===== config.mk =====
export PLATFORM = sky130hd
export DESIGN_NAME = alu_arbiter
export DESIGN_NICKNAME = d
export VERILOG_FILES = /design/src/rtl/alu_arb_pkg.sv /design/src/rtl/alu_arb_pick.sv /design/src/rtl/alu_arbiter.sv
export SDC_FILE = /design/constraint.sdc
export NUM_CORES = 1
export LEC_CHECK = 0
export ABC_AREA = 1
export CORE_ASPECT_RATIO = 0.7
export CORE_MARGIN = 1
export CORE_UTILIZATION = 36
export CTS_BUF_LIST = sky130_fd_sc_hd__clkbuf_16
export CTS_CLUSTER_DIAMETER = 30
export CTS_CLUSTER_SIZE = 8
export DETAILED_ROUTE_END_ITERATION = 10
export GPL_TIMING_DRIVEN = 1
export PLACE_DENSITY = 0.77
export SLEW_MARGIN = 20
export SYNTH_ARGS = -nofsm -noshare
export SYNTH_HDL_FRONTEND = slang
export SYNTH_SLANG_ARGS = --single-unit

===== constraint.sdc =====
create_clock -name clk -period 1.1 [get_ports clk]
set_input_delay 0.11 -clock clk [delete_from_list [all_inputs] [get_ports clk]]
set_output_delay 0.11 -clock clk [all_outputs]
set_load 0.02 [all_outputs]

===== src/rtl/alu_arb_pkg.sv =====
// Shared definitions for the ALU arbiter: ALU control codes and the sequencer state type.
package alu_arb_pkg;

    localparam logic [3:0] ALU_AND = 4'd0;
    localparam logic [3:0] ALU_OR  = 4'd1;
    localparam logic [3:0] ALU_ADD = 4'd2;
    localparam logic [3:0] ALU_SUB = 4'd6;
    localparam logic [3:0] ALU_SLT = 4'd7;
    localparam logic [3:0] ALU_NOR = 4'd12;

    typedef enum logic [1:0] {
        IDLE,
        EXEC,
        RESP
    } state_t;

endpackage


===== src/rtl/alu_arb_pick.sv =====
// Combinational winner selection between two requesters.
// Round-robin by default; ALU_ARB_FIXED_PRIO_EN makes requester 0 always win ties.
module alu_arb_pick (
    input  logic valid0,
    input  logic valid1,
`ifndef ALU_ARB_FIXED_PRIO_EN
    input  logic last_grant,
`endif
    output logic grant_any,
    output logic winner
);

    always_comb begin
        grant_any = valid0 | valid1;
        winner    = 1'b0;
        if (valid0 && valid1) begin
`ifdef ALU_ARB_FIXED_PRIO_EN
            winner = 1'b0;
`else
            winner = ~last_grant;
`endif
        end else if (valid1) begin
            winner = 1'b1;
        end
    end

endmodule


===== src/rtl/alu_arbiter.sv =====
// Two-client sequencer sharing one external MIPS ALU: grant, execute, respond.
// Optional ALU_ARB_FIXED_PRIO_EN selects fixed priority instead of round-robin.
module alu_arbiter
    import alu_arb_pkg::*;
#(
    parameter int WIDTH = 32,
    parameter int CTL_W = 4
) (
    input  logic             clk,
    input  logic             reset,

    input  logic             req0_valid,
    output logic             req0_ready,
    input  logic [CTL_W-1:0] req0_ctl,
    input  logic [WIDTH-1:0] req0_a,
    input  logic [WIDTH-1:0] req0_b,

    input  logic             req1_valid,
    output logic             req1_ready,
    input  logic [CTL_W-1:0] req1_ctl,
    input  logic [WIDTH-1:0] req1_a,
    input  logic [WIDTH-1:0] req1_b,

    output logic             resp_valid,
    input  logic             resp_ready,
    output logic             resp_id,
    output logic [WIDTH-1:0] resp_result,
    output logic             resp_zero,

    output logic [CTL_W-1:0] alu_ctl,
    output logic [WIDTH-1:0] alu_a,
    output logic [WIDTH-1:0] alu_b,
    input  logic [WIDTH-1:0] alu_out,
    input  logic             alu_zero
);

    state_t             state_reg;
    logic [CTL_W-1:0]   ctl_reg;
    logic [WIDTH-1:0]   a_reg;
    logic [WIDTH-1:0]   b_reg;
    logic               id_reg;
    logic [WIDTH-1:0]   result_reg;
    logic               zero_reg;
    logic               grant_any;
    logic               winner;
    logic               accept;

`ifndef ALU_ARB_FIXED_PRIO_EN
    logic               last_grant_reg;
`endif

    alu_arb_pick u_pick (
        .valid0     (req0_valid),
        .valid1     (req1_valid),
`ifndef ALU_ARB_FIXED_PRIO_EN
        .last_grant (last_grant_reg),
`endif
        .grant_any  (grant_any),
        .winner     (winner)
    );

    // Grants are only offered in IDLE and never while reset is being applied.
    assign accept     = (state_reg == IDLE) && grant_any && !reset;
    assign req0_ready = accept && !winner;
    assign req1_ready = accept && winner;

    always_ff @(posedge clk) begin
        if (reset) begin
            state_reg      <= IDLE;
            ctl_reg        <= '0;
            a_reg          <= '0;
            b_reg          <= '0;
            id_reg         <= 1'b0;
            result_reg     <= '0;
            zero_reg       <= 1'b0;
`ifndef ALU_ARB_FIXED_PRIO_EN
            last_grant_reg <= 1'b1;
`endif
        end else begin
            case (state_reg)
                IDLE: begin
                    if (grant_any) begin
                        ctl_reg        <= winner ? req1_ctl : req0_ctl;
                        a_reg          <= winner ? req1_a   : req0_a;
                        b_reg          <= winner ? req1_b   : req0_b;
                        id_reg         <= winner;
`ifndef ALU_ARB_FIXED_PRIO_EN
                        last_grant_reg <= winner;
`endif
                        state_reg      <= EXEC;
                    end
                end
                EXEC: begin
                    result_reg <= alu_out;
                    zero_reg   <= alu_zero;
                    state_reg  <= RESP;
                end
                RESP: begin
                    if (resp_ready) begin
                        state_reg <= IDLE;
                    end
                end
                default: state_reg <= IDLE;
            endcase
        end
    end

    assign alu_ctl     = ctl_reg;
    assign alu_a       = a_reg;
    assign alu_b       = b_reg;
    assign resp_valid  = (state_reg == RESP);
    assign resp_id     = id_reg;
    assign resp_result = result_reg;
    assign resp_zero   = zero_reg;

endmodule


Word-level counts from Yosys, hierarchy flattened:

Index checks and enable logic that the tools add are counted.
W data, S select, Z words.

* add/subtract/negate cells: 0
* multipliers: 0
* divide/modulo/power cells: 0
* order comparisons: 0
* equality and inequality tests: 4
* shift operators: 0
* mux-type cells: 8
* bitwise operators: 2
* reduce and logical (&&, ||, !) cells: 10

Operators by type and width (number)
* $mux W32: 2
* $pmux W2 S3: 1
* $logic_and A1 B1 Y1: 5
* $mux W2: 2
* $mux W4: 1
* $reduce_and A2 Y1: 2
* $eq A2 B1 Y1 const B: 1
* $eq A2 B2 Y1 const B: 1
* $logic_not A1 Y1: 2
* $logic_not A2 Y1: 1
* $mux W1: 2
* $ne A2 B1 Y1 const B: 1
* $ne A2 B2 Y1 const B: 1
* $not A1 Y1: 1
* $or A1 B1 Y1: 1

* register bits after elaboration: 105
* bits in latches: 0
* bits in writable memories: 0
* ROM bits: 0
* input port bits: 174
* output and inout port bits: 105
* logic and storage cells: 32
* memories: 0

Logic depth before layout (Yosys ltp):

Gate-level depths: netlist of run 1.

* depth after elaboration: 4
* mapped depth: 8
* gate-level depth less buffers: 6

Cells and area by module:

From an unflattened synthesis of run 1, not the netlist that was laid out.

* cells, all modules: 817
* area total of the unflattened synthesis: 4923.5 um^2

By module, submodules not included
* alu_arbiter: instances 1, cells an instance 814, area an instance 4908.5 um^2, sequential area each 2102.0 um^2
* alu_arb_pick: instances 1, cells an instance 3, area an instance 15.0 um^2, sequential area each 0.0 um^2

Least setup slack after synthesis of run 1:

OpenSTA, ideal clock, no wires.

* path kind: register to output
* start: register state_reg[1]
* end: output req0_ready
* data arrival time: 1203 ps
* data required time: 990 ps
* slack: -213 ps
* cell stages (with the launch flop): 5
* buffers on the path: 1
* cell sequence: dfxtp_1 > nor2_1 > o21ai_2 > buf_2 > nor3_1

* word-level cells in the longest chain between the ends: 4

Ends and longest elaborated chain
* start, declared: RTL line alu_arbiter.sv:37 `state_t state_reg;`
* start signal, assigned: RTL line alu_arbiter.sv:69 `state_reg <= IDLE;`
* start signal, assigned: RTL line alu_arbiter.sv:90 `state_reg <= EXEC;`
* start signal, assigned: RTL line alu_arbiter.sv:96 `state_reg <= RESP;`
* $logic_not A2 Y1: RTL line alu_arbiter.sv:63 `assign accept = (state_reg == IDLE) && grant_any && !reset;`
* $logic_and A1 B1 Y1 (2 in series): RTL line alu_arbiter.sv:63
* $logic_and A1 B1 Y1: RTL line alu_arbiter.sv:64 `assign req0_ready = accept && !winner;`
* end, declared: RTL line alu_arbiter.sv:13 `output logic req0_ready,`

No other way between the ends.

Worst setup path in the final report of run 1:

* start: register state_reg[0]
* end: register a_reg[29] (netlist: alu_a[29])

* word-level cells in the longest chain between the ends: 2

Ends and longest elaborated chain
* $logic_not A2 Y1: RTL line alu_arbiter.sv:80 `case (state_reg)`
* $reduce_and A2 Y1 (no source line)
* end signal, assigned: RTL line alu_arbiter.sv:84 `a_reg <= winner ? req1_a : req0_a;`
* end, declared: RTL line alu_arbiter.sv:39 `logic [WIDTH-1:0] a_reg;`

No other way between the ends.
A chain may end at the register's enable or synchronous reset.

==> results.md, run 1 <==
- Min Tclk post-route: 1.382 ns
- Vias in the first global route: 5415
- Inserted Diodes: 0
- Final Util: 67.08%
- Synth top area share: 39.65%
- # Max-Cap Violations: 0
- Total gr overflow: 0
- Pin count of the biggest net entering global routing: 38
- Root buffer selected by CTS: clkbuf_16
- Ports: 279
- Largest area contributor in the synthesized netlist: dfxtp_1
- First-pass GRT wire length: 27200 um
- Final non-filler cell total: 1319
- Setup TNS Final: -21.34 ns
- Initial core utilization: 37.48%
- Remaining DRCs: 0
- Pins Over Slew Limit: 0
- Seq/Total Area, Yosys: 39.65%
- Hold/Removal Path Class: primary input to register
- Die area: 15220 um2
- Mapped Area: 5301 um2
- Req. time, crit path: 1.35 ns
- Worst-Margin Slew: 0.3979 ns
- Failing checks: setup timing
- TritonCTS clock tree: yes
- DR pass1 iterations: 6
- Layout Skew: 0.01262 ns
- Synth Register Bits: 105
- Die Ht: 103.5 um
- Highest Clock Rate: 0.7236 GHz
- DR vias/cell: 4.661
- Cells after Synth: 833
- GRT Util Overall: 22.25%
- Critical-path maximum fanout: 8
- 1st-iter DRT viols: 197
- Vias: 6148
- Total CTS buffers: 9
- Hold-fix buffers, CTS: 0
- Cell mode on critical path: nor2_1
- Leakage: 0.004337 uW
- CP top delay family: buffers and inverters
- RSZ-0062 raised after global routing: true
- Placed Cells: 1278
- Area delta synth->final: 78.97%
- H-tree level count: 3
- Synthesized Nets: 1007
- Clk Latency, worst-skew pair: 0.35 ns
- Die width: 147.0 um
- Netlist cell types: 19
- CP Launch Type: register
- Final hold violation count: 0
- Arr. time, crit path: 1.63 ns
- Avg WL per Cell: 15.30 um
- Setup violators final: 106
- CP Capture Type: register
- PortBufs: 278
- Post-Synthesis Mean Instance Area: 6.364 um2
- Worst setup margin: -0.2820 ns
- Detail Route Antenna Nets: 0
- Final wirelength: 20190 um
- Largest cells by area after synthesis: dfxtp_1, nand2_1, nor2_1, a21boi_0, nand3_1
- Synth warn: 0
- Reg2reg setup slack: -0.28 ns
- Nets: 1298
- Core footprint: 14140 um2
- CP cell instances: buf_6 > inv_4 > nand2_4 > nor2_4 > buf_12 > clkbuf_16 > nand2_2 > nor2_1 > nor2_1
- Pwr/cell area: 1327 nW/um2
- CTS sink cnt: 105
- Detail Placement HPWL: 12500 um
- Biggest cell delay along the critical path: 0.34 ns
- CTS Buffer Depth: 2
- CP Class: register to register
- Clk pin slew, worst setup/hold paths: 0.08 ns
- Dpl ws: -0.5795 ns
- Max_slew headroom: 73.24%
- Share of post-route cells with drive strength above 1: 25.42%
- Status: finished with violations
- Maximum vdd drop: 0.9587 mV
- Initial antenna violation count: 0
- Buf/Inv on CP: 4
- Gpl congestion: 0.8145
- Crit path max-delay cell type: dfxtp_2
- Final Power: 12590 uW
- Rows: 36
- Final worst path period share: 125.6%
## area by class of cell
type                    count  area [um2]
repair buffers            339        3428
multi-input cells         595        3134
flip-flops and latches    105        2105
fillers                  1214        4656
inverters                  74       285.3
clock buffers               9       225.2
well taps                 190       237.7
clock inverters             7       72.57
## synth_stat cells
cell,instances
buf_4,5
clkbuf_1,23
nand2_1,209
a21boi_1,21
nor2_2,1
nor2_1,208
o21ai_2,1
dfxtp_1,105
buf_2,28
buf_6,2
buf_1,2
inv_1,73
nor3_1,1
o21ai_0,33
a21oi_1,3
inv_2,1
nand2_2,1
nand3_1,69
a21boi_0,47
## where the power goes
group	switching, uW	leakage, uW	internal (uW)
combinational	2570	0.00332	2280
clock	1640	0.000143	1610
sequential	232	0.000871	4250
## placed cells by master (no fill, tap or decap)
cell             instances
o21ai_2                 18
buf_8                    3
nand2_2                  9
nor2_1                 162
nor2_4                  19
clkinv_8                 1
a21boi_0                40
nor2_2                  28
clkbuf_2                 8
clkbuf_16               20
buf_2                   59
buf_6                   14
o21ai_4                  2
nand2_1                181
a21oi_1                  3
dfxtp_2                  2
buf_4                   20
dfxtp_1                103
inv_1                   70
buf_12                  18
a21boi_1                28
inv_8                    2
nand2_4                 19
clkinv_4                 2
nand2_8                  2
clkdlybuf4s50_1        172
o21ai_0                 14
clkdlybuf4s15_2         34
inv_4                    3
inv_6                    1
clkinvlp_4               1
nand3_1                 69
inv_2                    1
nor3_4                   1
## cell families (layout without fill, tap and decap cells)
group	count (synthesis)	after routing	share of synthesized area [%]
and+or+nand+nor	489	490	36.37
buffers and inverters	134	429	10.79
AOI/OAI and AO/OA	105	105	13.19
DFF	105	105	39.65
## final timing paths
check                from         to  cells past startpoint
max          state_reg[0]  alu_a[29]                      9
min            req1_valid    resp_id                      6
max reg2reg  state_reg[0]  alu_a[29]                      9
min reg2reg       resp_id    resp_id                      2
## per-stage QoR
stage | hold slack [ns] | instance area (um2)
finish | 0.2390 | 9488
detailed placement | 0.4481 | 8509
global route | 0.2589 | 9488
floorplan | 0.1717 | 5329
global placement | 0.4447 | 8509
CTS | 0.2306 | 8947
## worst register-to-register path: stages (launching register included)
cell and delay, ns:
dfxtp_2 0.34, buf_6 0.12, inv_4 0.06, nand2_4 0.05, nor2_4 0.16, buf_12 0.18, clkbuf_16 0.18, nand2_2 0.06
nor2_1 0.10, nor2_1 0.05
## timing repair
item / 4_1_cts / 5_1_grt
buffers inserted: 0 / 7
setup endpoints to repair: 207 / 162
gates resized for setup: 331 / 233
cloned: 0 / 18
pin swaps: 0 / 70
## metal layers
metal / GRT usage [%] / share of wire, %
met5: 0 / 0
met4: 5.891 / 1.8
met3: 7.930 / 8.9
met2: 38.51 / 49
met1: 25.82 / 41
No activity file was read; power rests on OpenSTA's default activity.
==> inputs of run 2 (changes only) <==
--- a/config.mk
+++ b/config.mk
@@ -8,14 +8,15 @@
 export ABC_AREA = 1
 export CORE_ASPECT_RATIO = 0.7
 export CORE_MARGIN = 1
-export CORE_UTILIZATION = 36
+export CORE_UTILIZATION = 35
 export CTS_BUF_LIST = sky130_fd_sc_hd__clkbuf_16
 export CTS_CLUSTER_DIAMETER = 30
 export CTS_CLUSTER_SIZE = 8
 export DETAILED_ROUTE_END_ITERATION = 10
 export GPL_TIMING_DRIVEN = 1
-export PLACE_DENSITY = 0.77
+export PLACE_DENSITY = 0.86
 export SLEW_MARGIN = 20
 export SYNTH_ARGS = -nofsm -noshare
 export SYNTH_HDL_FRONTEND = slang
+export SYNTH_HIERARCHICAL = 1
 export SYNTH_SLANG_ARGS = --single-unit
==> constraint.sdc (replaced) <==
create_clock -name clk -period 1.2 [get_ports clk]
set_input_delay 0.12 -clock clk [delete_from_list [all_inputs] [get_ports clk]]
set_output_delay 0.12 -clock clk [all_outputs]
set_load 0.02 [all_outputs]
==> run 2 against run 1 <==
  * Worst setup slack better by 0.071 ns
  * Synthesized area down 7.1%
  * Clock power down 12%
  * Combinational power down 18%
  * Via count down 6.2%
  * Clock-buffer cell count unchanged
  * First-iteration DRC count down 19%
  * Non-clock buffer count down 20
  * The flow still finishes with violations (setup timing)
  * Register-to-register slack better by 0.09 ns
  * Hold slack better by 0.15 ns
  * Critical path depth down 4
==> results.md, run 2 <==
- Power share of the clock group: 26.3%
- CP Launch Type: register
- Max_slew headroom: 81.68%
- Detail Route Antenna Nets: 0
- Buf/Inv on CP: 2
- Share of post-route cells with drive strength above 1: 16.18%
- Final worst path period share: 117.6%
- Final Power: 10920 uW
- Worst setup margin: -0.2113 ns
- 1st-iter DRT viols: 159
- Worst-Margin Slew: 0.2759 ns
- Failing checks: setup timing
- CP cell instances: nor2_4 > buf_6 > nand2_4 > nor3_2 > buf_4
- Highest Clock Rate: 0.7085 GHz
- Die width: 143.8 um
- Final hold violation count: 0
- Req. time, crit path: 1.08 ns
- P_sw: 3721 uW
- Vias: 5766
- CTS Buffer Depth: 2
- Internal power component: 7196 uW
- Clk pin slew, worst setup/hold paths: 0.08 ns
- Initial core utilization: 36.62%
- Nets: 1275
- CP Class: register to primary output
- Critical-path maximum fanout: 2
- Vias in the first global route: 5102
- Rows: 35
- Pin count of the biggest net entering global routing: 52
- CTS sink cnt: 105
- Clk Latency, worst-skew pair: 0.34 ns
- Initial antenna violation count: 0
- CP top delay family: simple AND/OR/NAND/NOR gates
- Die area: 14550 um2
- Arr. time, crit path: 1.29 ns
- Synth warn: 6
- Avg WL per Cell: 14.11 um
- Mapped Area: 4923 um2
- Largest cells by area after synthesis: dfxtp_1, nand2_1, nor2_1, inv_1, o21ai_0
- Largest area contributor in the synthesized netlist: dfxtp_1
- Pwr/cell area: 1207 nW/um2
- H-tree level count: 3
- RSZ-0062 raised after global routing: true
- Total gr overflow: 0
- Setup violators final: 70
- Final wirelength: 18220 um
- Biggest cell delay along the critical path: 0.34 ns
- CP Capture Type: primary output
- Inserted Diodes: 0
- First-pass GRT wire length: 24180 um
- Leakage: 0.004513 uW
- PortBufs: 278
- Min Tclk post-route: 1.411 ns
- DR pass1 iterations: 4
- Sequential power share: 37.5%
- Area delta synth->final: 83.68%
- Layout Skew: 0.007776 ns
- Post-synth EDFFs: 0
- Most common cell in the netlist: nand2_1
- Synth top area share: 42.69%
- Hold/Removal Path Class: primary input to register
- Most common cell after layout, fill and taps aside: nand2_1
- Total CTS buffers: 9
- Sw frac: 34.09%
- # Max-Cap Violations: 0
- Maximum vdd drop: 0.7126 mV
- Dpl ws: -0.6395 ns
- Root buffer selected by CTS: clkbuf_16
- Synth async-reset ratio: 0%
- Detail Placement HPWL: 11460 um
- Crit path max-delay cell type: dfxtp_2
- Ports: 279
- TritonCTS clock tree: yes
- Synth top cells by count: nand2_1, nor2_1, dfxtp_1
- Cells after Synth: 817
- Synthesized Nets: 991
- Status: finished with violations
- Gpl congestion: 0.8594
- GRT Util Overall: 21.41%
- Core footprint: 13440 um2
- Synth Register Bits: 105
- Seq/Total Area, Yosys: 42.69%
- Remaining DRCs: 0
- Commonest non-fill, non-tap cells in the layout: nand2_1, nor2_1, clkdlybuf4s50_1
- Netlist cell types: 16
- Die Ht: 101.2 um
- DR vias/cell: 4.466
- Pins Over Slew Limit: 0
- Combinational share of power: 36.2%
- Top_reg_cell synth: dfxtp_1
- Hold-fix buffers, CTS: 0
- Post-Synthesis Mean Instance Area: 6.026 um2
## run 2: cells by family (layout without fill, tap and decap cells)
family | count (synthesis) | count (layout) | share of synthesized area, %
AO/OA/AOI/OAI | 36 | 36 | 3.659
flip-flops | 105 | 105 | 42.69
AND/OR/NAND/NOR | 555 | 555 | 42.57
buffers and inverters | 121 | 410 | 11.08
## run 2: path summary, 6_finish.rpt
kind	start	to	slack (ns)	cells after the start
max	state_reg[0]	req0_ready	-0.21	5
min	alu_out[24]	resp_result[24]	0.39	3
max reg2reg	last_grant_reg	alu_a[2]	-0.19	8
min reg2reg	resp_result[28]	resp_result[28]	0.48	2
## run 2: layout make-up
| class | instances | area, um2 |
|---|---|---|
| Sequential cell | 105 | 2106 |
| Inverter | 74 | 309.0 |
| Timing Repair inverter | 1 | 11.26 |
| Multi-Input combinational cell | 591 | 2670 |
| Tap cell | 185 | 231.5 |
| Clock inverter | 7 | 61.31 |
| Clock buffer | 9 | 225.2 |
| Timing Repair Buffer | 319 | 3430 |
| Fill cell | 1097 | 4400 |
## run 2: what timing repair did
action / CTS / global route
hold endpoints to repair: 0 / 0
setup endpoints to repair: 173 / 92
resized for setup: 140 / 154
pin swaps: 2 / 70
gates cloned: 3 / 13
setup buffers: 3 / 4
## run 2: metal layers
metal	GRT usage, %	vias to the layer above	wire length (um)
met4	5.892	0	316
met1	23.22	2556	7279
met2	39.66	224	8949
li1	-	2959	-
met5	0	-	0
met3	7.376	27	1675
## run 2: worst min-delay path, cell delays in order
cell,delay (ns)
clkdlybuf4s50_1,0.39
o21ai_0,0.15
nor2_1,0.04
## run 2: power by group through the flow
stage               Combinational [uW]  Sequential (uW)  Clock (uW)
floorplan                         1330             4660           0
global placement                  3540             4160           0
detailed placement                3600             4180           0
CTS                               3490             4090        2960
global route                      4320             4140        3110
finish                            3960             4090        2870
## run 2: metrics by stage
step,utilization (%),TNS [ns],cell area [um2],hold slack [ns],instances
after floorplan,-,-0.009846,4936,0.1891,817
after global placement,59.44,-39.50,7991,0.4609,1254
final,67.27,-11.46,9044,0.3864,1291
after detailed placement,59.44,-44.19,7991,0.4693,1254
after CTS,61.95,-7.673,8328,0.3716,1276
after global routing,67.27,-16.23,9044,0.4042,1291
